==> src/rtl/bin_to_bcd.sv <==
// Sequential binary-to-BCD converter using the double-dabble (shift-and-add-3) algorithm.
// One bit is processed per clock; a W-bit conversion takes W edges after start is accepted.
module bin_to_bcd #(
    parameter int unsigned W = 16,
    parameter int unsigned D = 5
) (
    input  logic           clk,
    input  logic           rst_n,
    input  logic           start,
    input  logic [W-1:0]   bin,
    output logic           busy,
    output logic           done,
    output logic [4*D-1:0] bcd
);

    localparam int unsigned CW = (W > 1) ? $clog2(W) : 1;

    typedef enum logic [0:0] {StIdle, StShift} state_e;

    state_e           state_q, state_d;
    logic [W-1:0]     sr_q, sr_d;
    logic [4*D-1:0]   acc_q, acc_d;
    logic [CW-1:0]    cnt_q, cnt_d;
    logic [4*D-1:0]   bcd_q, bcd_d;
    logic             done_q, done_d;

    logic [4*D-1:0]   acc_adj;
    logic [4*D+W-1:0] shifted;

    // Add-3 correction on every digit in parallel, then one combined left shift.
    always_comb begin
        acc_adj = acc_q;
        for (int i = 0; i < int'(D); i++) begin
            if (acc_q[4*i +: 4] >= 4'd5) begin
                acc_adj[4*i +: 4] = acc_q[4*i +: 4] + 4'd3;
            end
        end
        shifted = {acc_adj, sr_q} << 1;
    end

    always_comb begin
        state_d = state_q;
        sr_d    = sr_q;
        acc_d   = acc_q;
        cnt_d   = cnt_q;
        bcd_d   = bcd_q;
        done_d  = 1'b0;
        unique case (state_q)
            StIdle: begin
                if (start) begin
                    sr_d    = bin;
                    acc_d   = '0;
                    cnt_d   = CW'(W - 1);
                    state_d = StShift;
                end
            end
            StShift: begin
                acc_d = shifted[4*D+W-1:W];
                sr_d  = shifted[W-1:0];
                cnt_d = cnt_q - CW'(1);
                if (cnt_q == '0) begin
                    cnt_d   = '0;
                    bcd_d   = shifted[4*D+W-1:W];
                    done_d  = 1'b1;
                    state_d = StIdle;
                end
            end
        endcase
    end

    always_ff @(posedge clk or negedge rst_n) begin
        if (!rst_n) begin
            state_q <= StIdle;
            sr_q    <= '0;
            acc_q   <= '0;
            cnt_q   <= '0;
            bcd_q   <= '0;
            done_q  <= 1'b0;
        end else begin
            state_q <= state_d;
            sr_q    <= sr_d;
            acc_q   <= acc_d;
            cnt_q   <= cnt_d;
            bcd_q   <= bcd_d;
            done_q  <= done_d;
        end
    end

    assign busy = (state_q == StShift);
    assign done = done_q;
    assign bcd  = bcd_q;

endmodule
==> config.mk <==
export PLATFORM = sky130hd
export DESIGN_NAME = bin_to_bcd
export DESIGN_NICKNAME = d
export VERILOG_FILES = /design/src/rtl/bin_to_bcd.sv
export SDC_FILE = /design/constraint.sdc
export NUM_CORES = 1
export LEC_CHECK = 0
export ABC_AREA = 1
export BUFFER_PORTS_ARGS = -buffer_cell sky130_fd_sc_hd__buf_2
export CORE_ASPECT_RATIO = 2
export CORE_MARGIN = 3
export CORE_UTILIZATION = 54
export CTS_CLUSTER_DIAMETER = 200
export DETAILED_ROUTE_END_ITERATION = 10
export PLACE_DENSITY = 0.84
export SKIP_LAST_GASP = 1
export SLEW_MARGIN = 20
export SYNTH_ARGS = -nofsm -noshare
export SYNTH_HDL_FRONTEND = slang
export SYNTH_SLANG_ARGS = --single-unit
==> constraint.sdc <==
create_clock -name clk -period 2.95 [get_ports clk]
set_input_delay 0.59 -clock clk [delete_from_list [all_inputs] [get_ports clk]]
set_output_delay 0.59 -clock clk [all_outputs]
set_load 0.03 [all_outputs]
# After elaboration in Yosys (flattened, before gate mapping)
# Index checks and enable logic that the tools add are counted.
dict set report totals {
  regBits 62
  latch_bits 0
  ram_bits 0
  mem_bits_ro 0
  inputBits 19
  output_inout_bits 22
  wordCells 38
  n_memories 0
}
dict set report classes {
  n_addsub 6
  multipliers 0
  div_mod_pow 0
  order_cmp 5
  n_eq_ne 1
  shifts 0
  mux 17
  n_bitwise 1
  reduce_logical 2
}
# operator n
set ops {}
lappend ops {{20-bit one-hot mux with 2 select lines} 1}
lappend ops {{16-bit one-hot mux with 2 select lines} 1}
lappend ops {{4-bit 2-to-1 mux} 6}
lappend ops {{4-bit by 3-bit greater-or-equal comparator with 1-bit output, second input constant} 5}
lappend ops {{20-bit 2-to-1 mux} 1}
lappend ops {{4-bit by 2-bit adder with 4-bit output, second input constant} 4}
lappend ops {{16-bit 2-to-1 mux} 1}
lappend ops {{4-bit one-hot mux with 2 select lines} 1}
lappend ops {{4-bit zero test} 1}
lappend ops {{1-bit 2-to-1 mux} 4}
lappend ops {{4-bit by 1-bit subtractor with 4-bit output, second input constant} 1}
lappend ops {{3-bit by 2-bit adder with 3-bit output, second input constant} 1}
lappend ops {{3-bit 2-to-1 mux} 1}
lappend ops {{2-bit inequality test, second input constant} 1}
lappend ops {{1-bit one-hot mux with 2 select lines} 1}
lappend ops {{2-bit AND reduction} 1}
lappend ops {{1-bit inverter} 1}

# Logic depth before layout (Yosys ltp)
# Gate-level depths: netlist of run 1.
dict set report logic_depth {
  depth_word 3
  mapped_depth 9
  depth_no_buf 9
}

# Worst setup path after synthesis of run 1
# Ideal clock, no wire load.
dict set report synth_path {
  kind {reg2reg}
  start {register state_q, in the netlist busy}
  end {register cnt_q[1]}
  setup_ns 0.120
  t_arrival_ns 1.112
  required_time_ns 2.830
  slack_ns 1.719
  path_stages_with_launch 7
  path_buffers 1
  synth_period_minus_slack_ns 1.231
  path_cell_list {dfrtp_1 buf_6 inv_2 a21oi_1 nand3_1 o21ai_0 inv_1}
}
dict set report synth_via {
  elab_chain_cells 2
  elab_cells_between_ends 3
  cone_classes {1 x eq/ne; 1 x mux; 1 x bitwise}
}
# element line
set synth_rtl {}
lappend synth_rtl {{start: declaration} 20} ;# state_e state_q, state_d;
lappend synth_rtl {{start signal: assignment} 73} ;# state_q <= StIdle;
lappend synth_rtl {{start signal: assignment} 80} ;# state_q <= state_d;
lappend synth_rtl {{1-bit inverter} --}
lappend synth_rtl {{4-bit one-hot mux with 2 select lines or 2-bit inequality test (tied branches)} --}
lappend synth_rtl {{end signal: assignment} 83} ;# cnt_q <= cnt_d;
lappend synth_rtl {{end: declaration} 23} ;# logic [CW-1:0] cnt_q, cnt_d;
# Parallel ways exist; a longest one is shown, timed or not.
# A chain may end at the register's enable or synchronous reset.

# Worst setup path after layout of run 1
dict set report layout_path {
  start {register state_q, in the netlist busy}
  end {output busy}
}
# element line
set layout_lines {}
lappend layout_lines {{end: declaration} 11} ;# output logic busy,
# No word-level cell between the ends.

==> flow_results.xml, run 1 <==
<?xml version="1.0" encoding="UTF-8"?>
<metrics>
  <group name="grt">
    <metric name="first_global_vias" unit="">2702</metric>
    <metric name="grt-ovfl-total" unit="">0</metric>
    <metric name="grtUsageTotal" unit="%">22.4</metric>
    <metric name="grt_pass1_wl" unit="um">11500</metric>
    <metric name="antenna_found_initial" unit="">0</metric>
    <metric name="grt_start_max_net_pins" unit="">27</metric>
  </group>
  <group name="die">
    <metric name="die_height" unit="um">114</metric>
    <metric name="dieWidth" unit="um">59.8</metric>
    <metric name="start_util" unit="%">56.8</metric>
    <metric name="num_rows" unit="">38</metric>
    <metric name="floorplan.core_area" unit="um2">5520</metric>
    <metric name="ios" unit="">41</metric>
    <metric name="dieArea" unit="um2">6800</metric>
  </group>
  <group name="synth">
    <metric name="synth_area" unit="um2">3130</metric>
    <metric name="yosysSeqAreaShare" unit="%">49.6</metric>
    <metric name="synth-seq-cells" unit="">62</metric>
    <metric name="main_combinational_cell_family_by_area_after_synthesis" unit="">simple AND/OR/NAND/NOR gates</metric>
    <metric name="synth.avg_cell_area" unit="um2">8.58</metric>
    <metric name="synth_nets" unit="">394</metric>
    <metric name="yosysUniqueCellTypes" unit="">24</metric>
    <metric name="post_synth_and_or_nand_nor_area_fraction" unit="%">27.9</metric>
    <metric name="yosysWarnings" unit="">0</metric>
    <metric name="synth-adder-area-share" unit="%">4.00</metric>
    <metric name="yosys-mux-area-fraction" unit="%">0</metric>
    <metric name="fraction_of_synthesized_cell_area_in_xor_and_xnor_cells" unit="%">0</metric>
    <metric name="synth-compound-area-share" unit="%">10.1</metric>
    <metric name="syn_inst" unit="">365</metric>
  </group>
  <group name="worst_setup_path">
    <metric name="critical_path.reg2reg.startpoint" unit="">busy$_DFF_PN0_</metric>
    <metric name="worstPathCellList" unit="">buf_2</metric>
    <metric name="timing_worst_setup_path_type" unit="">register to primary output</metric>
    <metric name="worstReg2RegEnd" unit="">bcd[10]$_DFFE_PN0P_</metric>
    <metric name="r2r_cells" unit="">4</metric>
    <metric name="arrival" unit="ns">1.48</metric>
    <metric name="start_kind" unit="">register</metric>
    <metric name="timing.critical_path.slowest_cell_delay" unit="ns">0.79</metric>
    <metric name="critPathSlowestCell" unit="">dfrtp_1</metric>
    <metric name="worst_reg2reg_setup_slack" unit="ns">0.94</metric>
    <metric name="critical_path.max_fanout" unit="">21</metric>
    <metric name="cp.buffers_inverters" unit="">1</metric>
    <metric name="cp_data_required_time" unit="ns">2.36</metric>
    <metric name="timing.critical_path.max_delay_family" unit="">flip-flops</metric>
    <metric name="crit_end_element" unit="">primary output</metric>
  </group>
  <group name="power_and_ir_drop">
    <metric name="vdd.ir_drop.worst" unit="V">0.000714</metric>
    <metric name="power_density" unit="nW/um2">1250</metric>
    <metric name="combPwrFrac" unit="%">46.3</metric>
    <metric name="power_switching_share" unit="%">45.8</metric>
    <metric name="p_int" unit="mW">2.39</metric>
    <metric name="cellLeakagePower" unit="nW">1.94</metric>
    <metric name="report.power.total" unit="mW">4.41</metric>
    <metric name="sequentialPowerShare" unit="%">35.4</metric>
    <metric name="share_clk_of_total_power" unit="%">18.4</metric>
    <metric name="p_switching" unit="mW">2.02</metric>
  </group>
  <group name="timing">
    <metric name="finalCritPeriodShare" unit="%">70.1</metric>
    <metric name="fmaxAchievable" unit="GHz">0.484</metric>
    <metric name="post-route-min-period" unit="ns">2.07</metric>
    <metric name="skew" unit="ns">0.00680</metric>
    <metric name="max-slew-margin-rel" unit="%">54.3</metric>
    <metric name="holdWs" unit="ns">0.231</metric>
    <metric name="rsz0062_at_grt" unit="">false</metric>
    <metric name="report.final.hold_viol_count" unit="">0</metric>
    <metric name="timing_worst_slew_pin_value" unit="ns">0.685</metric>
    <metric name="timing.final.max_slew_violations" unit="">0</metric>
    <metric name="setup_violations" unit="">0</metric>
    <metric name="fin_ws" unit="ns">0.882</metric>
    <metric name="final.setup.tns" unit="ns">0</metric>
  </group>
  <group name="outcome">
    <metric name="status" unit="">complete, no violations</metric>
  </group>
  <group name="finish">
    <metric name="area_growth" unit="%">13.0</metric>
    <metric name="layout.cells.most_common" unit="">nand2_1</metric>
    <metric name="n_antenna_cell" unit="">0</metric>
    <metric name="layout-drive-gt1-share" unit="%">21.1</metric>
    <metric name="design.final.nets" unit="">436</metric>
    <metric name="finalInstanceArea" unit="um2">3540</metric>
    <metric name="instances_no_fill" unit="">472</metric>
    <metric name="fillers" unit="">459</metric>
    <metric name="layout_common_cells" unit="">nand2_1 (134), dfrtp_1 (62), buf_2 (40)</metric>
    <metric name="utilization" unit="%">64.2</metric>
  </group>
  <group name="clocking">
    <metric name="cts.repair.resized" unit="">0</metric>
    <metric name="clockRootBuffer" unit="">clkbuf_8</metric>
    <metric name="tritoncts_num_sinks" unit="">62</metric>
    <metric name="clk_pin_slew_worst_paths" unit="ns">0.07</metric>
    <metric name="cts_tree" unit="">done</metric>
    <metric name="clock_latency" unit="ns">0.35</metric>
    <metric name="number_of_buffers_inserted_to_repair_setup_after_cts" unit="">0</metric>
    <metric name="numCtsBuffers" unit="">9</metric>
    <metric name="ctsHoldBuffers" unit="">0</metric>
    <metric name="cts-root-to-sink-buffers" unit="">2</metric>
    <metric name="clock_h_tree_levels" unit="">3</metric>
  </group>
  <group name="route">
    <metric name="detail_route.vias_per_cell" unit="">5.50</metric>
    <metric name="route.detailed.drc" unit="">0</metric>
    <metric name="via_count" unit="">2595</metric>
    <metric name="postRouteWirelength" unit="um">6690</metric>
    <metric name="drt_first_iter_violations" unit="">90</metric>
    <metric name="ant_nets" unit="">0</metric>
    <metric name="firstDrtPassIters" unit="">7</metric>
    <metric name="wl_per_cell" unit="um">14.2</metric>
  </group>
  <group name="placement">
    <metric name="worst_slack_after_detailed_placement" unit="ns">0.974</metric>
    <metric name="dpl_cell_area" unit="um2">3320</metric>
    <metric name="rd_place_congestion" unit="">0.785</metric>
    <metric name="placed_cells" unit="">456</metric>
    <metric name="buffer_ports.inserted" unit="">40</metric>
    <metric name="detailedPlacementHpwl" unit="um">4730</metric>
  </group>
  <group name="run">
    <metric name="cap_violations" unit="">0</metric>
  </group>
  <group name="min_path">
    <metric name="hold_class" unit="">primary input to async pin</metric>
  </group>
</metrics>
==> power by group through the flow <==
stage | registers [mW] | logic [mW] | clock network [mW]
after floorplan | 1.74 | 1.39 | 0
after global placement | 1.55 | 1.97 | 0
after detailed placement | 1.57 | 2.04 | 0
after CTS | 1.56 | 2.06 | 0.818
after global routing | 1.61 | 2.32 | 0.852
final | 1.56 | 2.04 | 0.810
==> synth_stat cells, drive strengths merged <==
| cell type | number | area share [%] |
|---|---|---|
| o21ai | 23 | 3.8 |
| inv | 40 | 4.8 |
| nand4 | 8 | 1.6 |
| a21oi | 2 | 0.32 |
| dfrtp | 62 | 50 |
| clkinv | 1 | 0.16 |
| o211ai | 9 | 3.6 |
| nand3 | 38 | 6.2 |
| ha | 10 | 4.0 |
| a21boi | 4 | 0.96 |
| a22oi | 6 | 1.4 |
| nand2 | 144 | 18 |
| buf | 12 | 3.5 |
| nor2 | 6 | 2.0 |
==> worst max path at each step <==
stage                               from                    to  slack [ns]  cells after the start
after floorplan           busy$_DFF_PN0_  cnt_q[1]$_DFFE_PN0P_        1.72                      6
after global placement    busy$_DFF_PN0_    bcd[4]$_DFFE_PN0P_        1.01                      4
after detailed placement  busy$_DFF_PN0_   bcd[12]$_DFFE_PN0P_        0.97                      4
after CTS                 busy$_DFF_PN0_                  busy        0.88                      1
after global routing      busy$_DFF_PN0_   bcd[13]$_DFFE_PN0P_        0.74                      4
final                     busy$_DFF_PN0_                  busy        0.88                      1
==> per-layer routing <==
metal | share of wire [%] | track usage [%] | routed length, um | vias up
met5 | 0 | 0 | 0 | -
met4 | 3.7 | 13.8 | 247 | 0
met3 | 4.0 | 4.08 | 268 | 19
met2 | 55 | 39.7 | 3660 | 66
met1 | 38 | 22.9 | 2510 | 1249
li1 | - | - | - | 1261
==> state kept, by name (all words and copies together), names as in the netlist <==
name	cells
sr_q	16
done	1
bcd	20
cnt_q	4
busy	1
acc_q	20
==> cell type report <==
type	instances	area (um2)	area share, %
multi-input combinational	250	1320	37.2
inverter	41	155	4.38
clock inverter	3	40.0	1.13
tap	60	75.1	2.12
timing repair buffer	43	223	6.29
clock buffer	13	179	5.06
sequential	62	1550	43.8
==> kinds of logic (layout without fill, tap and decap cells) <==
kind of cell | count (synthesis) | in the layout
compound gates | 44 | 44
fa+ha+maj | 10 | 10
buf+inv | 53 | 100
flops | 62 | 62
simple gates | 196 | 196
Note: power is estimated with default switching activity, not from simulation.
==> run 2, diff against run 1 <==
Clock period 2.95 ns to 2.1 ns, I/O delays scaled along.
==> flow_results.xml, run 2 (synthesis results as in run 1) <==
<?xml version="1.0" encoding="UTF-8"?>
<metrics>
  <group name="min_path">
    <metric name="hold_class" unit="">primary input to async pin</metric>
  </group>
  <group name="die">
    <metric name="num_rows" unit="">38</metric>
    <metric name="dieArea" unit="um2">6800</metric>
    <metric name="ios" unit="">41</metric>
    <metric name="die_height" unit="um">114</metric>
    <metric name="dieWidth" unit="um">59.8</metric>
    <metric name="start_util" unit="%">56.8</metric>
    <metric name="floorplan.core_area" unit="um2">5520</metric>
  </group>
  <group name="outcome">
    <metric name="status" unit="">complete, no violations</metric>
  </group>
  <group name="clocking">
    <metric name="cts_tree" unit="">done</metric>
    <metric name="numCtsBuffers" unit="">9</metric>
    <metric name="cts-root-to-sink-buffers" unit="">2</metric>
    <metric name="clk_pin_slew_worst_paths" unit="ns">0.07</metric>
    <metric name="cts.repair.resized" unit="">0</metric>
    <metric name="tritoncts_num_sinks" unit="">62</metric>
    <metric name="clock_latency" unit="ns">0.34</metric>
    <metric name="clock_h_tree_levels" unit="">3</metric>
    <metric name="ctsHoldBuffers" unit="">0</metric>
    <metric name="number_of_buffers_inserted_to_repair_setup_after_cts" unit="">0</metric>
    <metric name="clockRootBuffer" unit="">clkbuf_8</metric>
  </group>
  <group name="run">
    <metric name="cap_violations" unit="">0</metric>
  </group>
  <group name="power_and_ir_drop">
    <metric name="cellLeakagePower" unit="nW">1.94</metric>
    <metric name="power_density" unit="nW/um2">1730</metric>
    <metric name="vdd.ir_drop.worst" unit="V">0.00117</metric>
  </group>
  <group name="worst_setup_path">
    <metric name="start_kind" unit="">register</metric>
    <metric name="arrival" unit="ns">1.32</metric>
    <metric name="crit_end_element" unit="">primary output</metric>
    <metric name="timing.critical_path.slowest_cell_delay" unit="ns">0.66</metric>
    <metric name="cp.buffers_inverters" unit="">1</metric>
    <metric name="timing_worst_setup_path_type" unit="">register to primary output</metric>
    <metric name="worstPathCellList" unit="">buf_2</metric>
    <metric name="critPathSlowestCell" unit="">dfrtp_1</metric>
    <metric name="timing.critical_path.max_delay_family" unit="">flip-flops</metric>
    <metric name="cp_data_required_time" unit="ns">1.68</metric>
    <metric name="critical_path.max_fanout" unit="">7</metric>
  </group>
  <group name="timing">
    <metric name="max-slew-margin-rel" unit="%">66.1</metric>
    <metric name="skew" unit="ns">0.00558</metric>
    <metric name="fmaxAchievable" unit="GHz">0.573</metric>
    <metric name="finalCritPeriodShare" unit="%">83.1</metric>
    <metric name="setup_violations" unit="">0</metric>
    <metric name="post-route-min-period" unit="ns">1.74</metric>
    <metric name="final.setup.tns" unit="ns">0</metric>
    <metric name="rsz0062_at_grt" unit="">false</metric>
    <metric name="report.final.hold_viol_count" unit="">0</metric>
    <metric name="timing.final.max_slew_violations" unit="">0</metric>
    <metric name="timing_worst_slew_pin_value" unit="ns">0.508</metric>
  </group>
  <group name="finish">
    <metric name="design.final.nets" unit="">438</metric>
    <metric name="finalInstanceArea" unit="um2">3550</metric>
    <metric name="n_antenna_cell" unit="">0</metric>
    <metric name="layout_common_cells" unit="">nand2_1 (134), dfrtp_1 (62), buf_2 (40)</metric>
    <metric name="layout.cells.most_common" unit="">nand2_1</metric>
    <metric name="layout-drive-gt1-share" unit="%">21.3</metric>
    <metric name="area_growth" unit="%">13.3</metric>
  </group>
  <group name="grt">
    <metric name="first_global_vias" unit="">2576</metric>
    <metric name="grt_start_max_net_pins" unit="">63</metric>
    <metric name="grtUsageTotal" unit="%">21.6</metric>
    <metric name="antenna_found_initial" unit="">0</metric>
    <metric name="grt_pass1_wl" unit="um">11100</metric>
    <metric name="grt-ovfl-total" unit="">0</metric>
  </group>
  <group name="route">
    <metric name="via_count" unit="">2583</metric>
    <metric name="firstDrtPassIters" unit="">4</metric>
    <metric name="ant_nets" unit="">0</metric>
    <metric name="detail_route.vias_per_cell" unit="">5.45</metric>
    <metric name="drt_first_iter_violations" unit="">76</metric>
    <metric name="postRouteWirelength" unit="um">6550</metric>
    <metric name="route.detailed.drc" unit="">0</metric>
    <metric name="wl_per_cell" unit="um">13.8</metric>
  </group>
  <group name="placement">
    <metric name="buffer_ports.inserted" unit="">40</metric>
    <metric name="rd_place_congestion" unit="">0.905</metric>
    <metric name="dpl_cell_area" unit="um2">3350</metric>
    <metric name="detailedPlacementHpwl" unit="um">4650</metric>
  </group>
</metrics>
[run 2: layer usage]
metal	wire length [um]	vias to the layer above	GRT usage [%]
li1	-	1269	-
met1	2520	1239	22.8
met2	3610	58	38.1
met3	251	17	5.32
met4	167	0	10.9
met5	0	-	0
[run 2: worst paths after layout]
kind                                            from               endpoint  slack (ns)  depth (start not counted)
worst min-delay path                           rst_n    sr_q[1]$_DFFE_PN0P_        0.08                          2
worst max-delay path                  busy$_DFF_PN0_                   busy        0.36                          1
max in group asynchronous                      rst_n  acc_q[19]$_DFFE_PN0P_        1.76                          2
worst max register to register  acc_q[4]$_DFFE_PN0P_   acc_q[7]$_DFFE_PN0P_        0.63                          7
min in group clk                              bin[7]    sr_q[7]$_DFFE_PN0P_        0.28                          3
worst min register to register   bcd[18]$_DFFE_PN0P_    bcd[18]$_DFFE_PN0P_        0.47                          2
[run 2: final cells by class]
| class | count | area, um2 |
|---|---|---|
| clock inverters | 4 | 45.0 |
| clock buffers | 12 | 155 |
| repair buffers | 45 | 250 |
| inverters | 41 | 155 |
| multi-input cells | 250 | 1320 |
| fillers | 460 | 1970 |
| flip-flops and latches | 62 | 1550 |
| well taps | 60 | 75.1 |
[run 2: metrics by stage]
step                power, mW  std cells  hold WS [ns]  worst slack (ns)  utilization, %
floorplan                4.40        365         0.124             0.869               -
global placement         4.97        458         0.450             0.727            60.7
detailed placement       5.10        458         0.453             0.676            60.7
CTS                      6.18        474        0.0743             0.334            64.3
global route             6.66        474        0.0880             0.278            64.3
finish                   6.12        474        0.0774             0.356            64.3
[run 2: where the power goes]
group | switching (mW) | internal, mW | leakage [nW] | total [mW]
sequential | 0.412 | 1.75 | 0.778 | 2.16
clock | 0.445 | 0.607 | 0.106 | 1.05
combinational | 1.94 | 0.961 | 1.06 | 2.90
==> run 3, diff against run 2 <==
Settings changed: ABC_AREA 1 to 0, PLACE_DENSITY 0.84 to 0.85.
Clock period 2.1 ns to 1.75 ns, I/O delays scaled along.
==> flow_results.xml, run 3 <==
<?xml version="1.0" encoding="UTF-8"?>
<metrics>
  <group name="outcome">
    <metric name="status" unit="">complete, no violations</metric>
  </group>
  <group name="die">
    <metric name="dieWidth" unit="um">58.6</metric>
    <metric name="num_rows" unit="">37</metric>
    <metric name="die_height" unit="um">111</metric>
    <metric name="floorplan.core_area" unit="um2">5230</metric>
    <metric name="dieArea" unit="um2">6510</metric>
    <metric name="ios" unit="">41</metric>
    <metric name="start_util" unit="%">57.0</metric>
  </group>
  <group name="clocking">
    <metric name="clk_pin_slew_worst_paths" unit="ns">0.06</metric>
    <metric name="cts_tree" unit="">done</metric>
    <metric name="clockRootBuffer" unit="">clkbuf_8</metric>
    <metric name="cts-root-to-sink-buffers" unit="">2</metric>
    <metric name="number_of_buffers_inserted_to_repair_setup_after_cts" unit="">0</metric>
    <metric name="numCtsBuffers" unit="">9</metric>
    <metric name="clock_latency" unit="ns">0.33</metric>
    <metric name="clock_h_tree_levels" unit="">3</metric>
    <metric name="tritoncts_num_sinks" unit="">62</metric>
  </group>
  <group name="power_and_ir_drop">
    <metric name="vdd.ir_drop.worst" unit="V">0.00116</metric>
    <metric name="report.power.total" unit="mW">6.92</metric>
    <metric name="cellLeakagePower" unit="nW">1.71</metric>
    <metric name="power_density" unit="nW/um2">1990</metric>
  </group>
  <group name="synth">
    <metric name="yosys-top-cells-count" unit="">dfrtp_1 (62), mux2i_1 (30), a21oi_1 (24)</metric>
    <metric name="yosysWarnings" unit="">0</metric>
    <metric name="fraction_of_synthesized_cell_area_in_xor_and_xnor_cells" unit="%">1.47</metric>
    <metric name="yosysTopAreaCellShare" unit="%">52.0</metric>
    <metric name="syn_inst" unit="">275</metric>
    <metric name="synth_nets" unit="">304</metric>
    <metric name="ys_dominant_reg_cell" unit="">dfrtp_1</metric>
    <metric name="synth-async-reset-ratio" unit="%">100</metric>
    <metric name="yosysUniqueCellTypes" unit="">24</metric>
    <metric name="synth-seq-cells" unit="">62</metric>
    <metric name="synth.avg_cell_area" unit="um2">10.9</metric>
    <metric name="synth-edff-count" unit="">0</metric>
    <metric name="synth_area" unit="um2">2980</metric>
    <metric name="yosysSeqAreaShare" unit="%">52.0</metric>
    <metric name="synth-adder-area-share" unit="%">4.19</metric>
    <metric name="yosys-mux-area-fraction" unit="%">14.2</metric>
    <metric name="synth-compound-area-share" unit="%">11.2</metric>
    <metric name="post_synth_and_or_nand_nor_area_fraction" unit="%">12.9</metric>
    <metric name="netlist_top_cells_area" unit="">dfrtp_1 (52%), mux2i_1 (10%), ha_1 (4.2%)</metric>
    <metric name="yosys.cell_count.top_type" unit="">dfrtp_1</metric>
    <metric name="yosys.area.top_type" unit="">dfrtp_1</metric>
    <metric name="main_combinational_cell_family_by_area_after_synthesis" unit="">multiplexers</metric>
  </group>
  <group name="finish">
    <metric name="multi_input_area" unit="um2">1320</metric>
    <metric name="register_area" unit="um2">1550</metric>
    <metric name="layout_common_cells" unit="">dfrtp_1 (61), buf_2 (40), mux2i_1 (30)</metric>
    <metric name="design.final.nets" unit="">346</metric>
    <metric name="layout-drive-gt1-share" unit="%">22.7</metric>
    <metric name="area_growth" unit="%">16.5</metric>
    <metric name="n_antenna_cell" unit="">0</metric>
    <metric name="layout.cells.most_common" unit="">dfrtp_1</metric>
    <metric name="fillers" unit="">427</metric>
  </group>
  <group name="timing">
    <metric name="skew" unit="ns">0.00668</metric>
    <metric name="fmaxAchievable" unit="GHz">0.600</metric>
    <metric name="finalCritPeriodShare" unit="%">95.3</metric>
    <metric name="post-route-min-period" unit="ns">1.67</metric>
    <metric name="max-slew-margin-rel" unit="%">68.5</metric>
    <metric name="final.setup.tns" unit="ns">0</metric>
    <metric name="fin_ws" unit="ns">0.0829</metric>
    <metric name="timing.final.max_slew_violations" unit="">0</metric>
    <metric name="timing_worst_slew_pin_value" unit="ns">0.472</metric>
    <metric name="rsz0062_at_grt" unit="">false</metric>
    <metric name="report.final.hold_viol_count" unit="">0</metric>
    <metric name="setup_violations" unit="">0</metric>
  </group>
  <group name="placement">
    <metric name="buffer_ports.inserted" unit="">40</metric>
    <metric name="detailedPlacementHpwl" unit="um">3850</metric>
    <metric name="worst_slack_after_detailed_placement" unit="ns">0.141</metric>
    <metric name="rd_place_congestion" unit="">0.814</metric>
  </group>
  <group name="min_path">
    <metric name="hold_class" unit="">primary input to register</metric>
    <metric name="hold-path-cell-count" unit="">3</metric>
    <metric name="hp-start" unit="">bin[0]</metric>
    <metric name="worst_hold_path.endpoint" unit="">sr_q[0]$_DFFE_PN0P_</metric>
  </group>
  <group name="route">
    <metric name="detail_route.vias_per_cell" unit="">5.53</metric>
    <metric name="postRouteWirelength" unit="um">5660</metric>
    <metric name="firstDrtPassIters" unit="">4</metric>
    <metric name="route.detailed.drc" unit="">0</metric>
    <metric name="ant_nets" unit="">0</metric>
    <metric name="via_count" unit="">2103</metric>
    <metric name="drt_first_iter_violations" unit="">68</metric>
    <metric name="wl_per_cell" unit="um">14.9</metric>
  </group>
  <group name="worst_setup_path">
    <metric name="worstPathCellList" unit="">ha_1 -&gt; nand2b_1 -&gt; a21oi_1 -&gt; mux2i_1 -&gt; mux2_2</metric>
    <metric name="critical_path.max_fanout" unit="">5</metric>
    <metric name="timing_worst_setup_path_type" unit="">register to register</metric>
    <metric name="arrival" unit="ns">1.94</metric>
    <metric name="timing.critical_path.max_delay_family" unit="">multiplexers</metric>
    <metric name="start_kind" unit="">register</metric>
    <metric name="r2r_cells" unit="">5</metric>
    <metric name="crit_end_element" unit="">register</metric>
    <metric name="critPathSlowestCell" unit="">dfrtp_1</metric>
    <metric name="worstSetupStartpoint" unit="">acc_q[4]$_DFFE_PN0P_</metric>
    <metric name="worst_reg2reg_setup_slack" unit="ns">0.08</metric>
    <metric name="worstReg2RegEnd" unit="">bcd[6]$_DFFE_PN0P_</metric>
    <metric name="cp_data_required_time" unit="ns">2.03</metric>
    <metric name="timing.critical_path.slowest_cell_delay" unit="ns">0.45</metric>
    <metric name="cp.buffers_inverters" unit="">0</metric>
    <metric name="critical_path.reg2reg.startpoint" unit="">acc_q[4]$_DFFE_PN0P_</metric>
  </group>
  <group name="run">
    <metric name="cap_violations" unit="">0</metric>
  </group>
  <group name="grt">
    <metric name="antenna_found_initial" unit="">0</metric>
    <metric name="first_global_vias" unit="">2124</metric>
    <metric name="grtUsageTotal" unit="%">19.6</metric>
    <metric name="grt_start_max_net_pins" unit="">71</metric>
    <metric name="grt_pass1_wl" unit="um">9770</metric>
    <metric name="grt-ovfl-total" unit="">0</metric>
  </group>
</metrics>
## run 3: cells by family (layout without fill, tap and decap cells)
group                    Yosys count  in the layout
AND/OR/NAND/NOR                   72             72
AO/OA/AOI/OAI                     59             59
multiplexers                      41             41
XOR/XNOR                           5              5
buffers and inverters             26             73
flip-flops                        62             62
adder cells (fa/ha/maj)           10             10
## run 3: area by class of cell
| cell class | count | share of cell area [%] |
|---|---|---|
| flip-flops and latches | 62 | 44.7 |
| multi-input cells | 187 | 37.8 |
| repair buffers | 47 | 9.14 |
| clock buffers | 16 | 5.18 |
| well taps | 58 | 2.09 |
| inverters | 10 | 1.08 |
## run 3: report_power, final
group | switching [mW] | leakage, nW | internal [mW]
clock | 0.502 | 0.0910 | 0.633
combinational | 1.86 | 0.851 | 1.35
sequential | 0.461 | 0.770 | 2.11
## run 3: repair_timing
item                                   in CTS  in global routing
endpoints found under the hold margin      15                  0
gates resized for setup                     0                  1
setup endpoints to repair                   0                  3
hold buffers                                1                  0
## run 3: how the worst max path moves through the flow
stage                                to  slack [ns]  cells past startpoint
finish               bcd[6]$_DFFE_PN0P_        0.08                      5
global route        bcd[10]$_DFFE_PN0P_        0.02                      6
CTS                  bcd[2]$_DFFE_PN0P_        0.06                      6
detailed placement   bcd[6]$_DFFE_PN0P_        0.14                      5
global placement    bcd[10]$_DFFE_PN0P_        0.16                      5
floorplan           bcd[10]$_DFFE_PN0P_        0.09                      5
## run 3: per-layer routing
| metal | GRT usage, % | up-vias | part of all wire (%) |
|---|---|---|---|
| met5 | 0 | - | 0 |
| met4 | 9.91 | 0 | 2.5 |
| met3 | 4.43 | 10 | 3.3 |
| met2 | 33.0 | 38 | 55 |
| met1 | 22.4 | 1027 | 39 |
| li1 | - | 1028 | - |
## run 3: worst min-delay path, stage by stage
cell	delay, ns
buf_2	0.08
mux2i_1	0.06
nor2_1	0.08
## run 3: per-stage QoR
step | utilization (%) | cell area [um2] | cells | hold WS (ns)
floorplan | - | 2980 | 275 | 0.0544
detailed placement | 62.7 | 3280 | 363 | 0.327
global route | 66.4 | 3480 | 380 | 0.261
finish | 66.4 | 3480 | 380 | 0.269
CTS | 66.4 | 3470 | 380 | 0.258
global placement | 62.7 | 3280 | 363 | 0.316
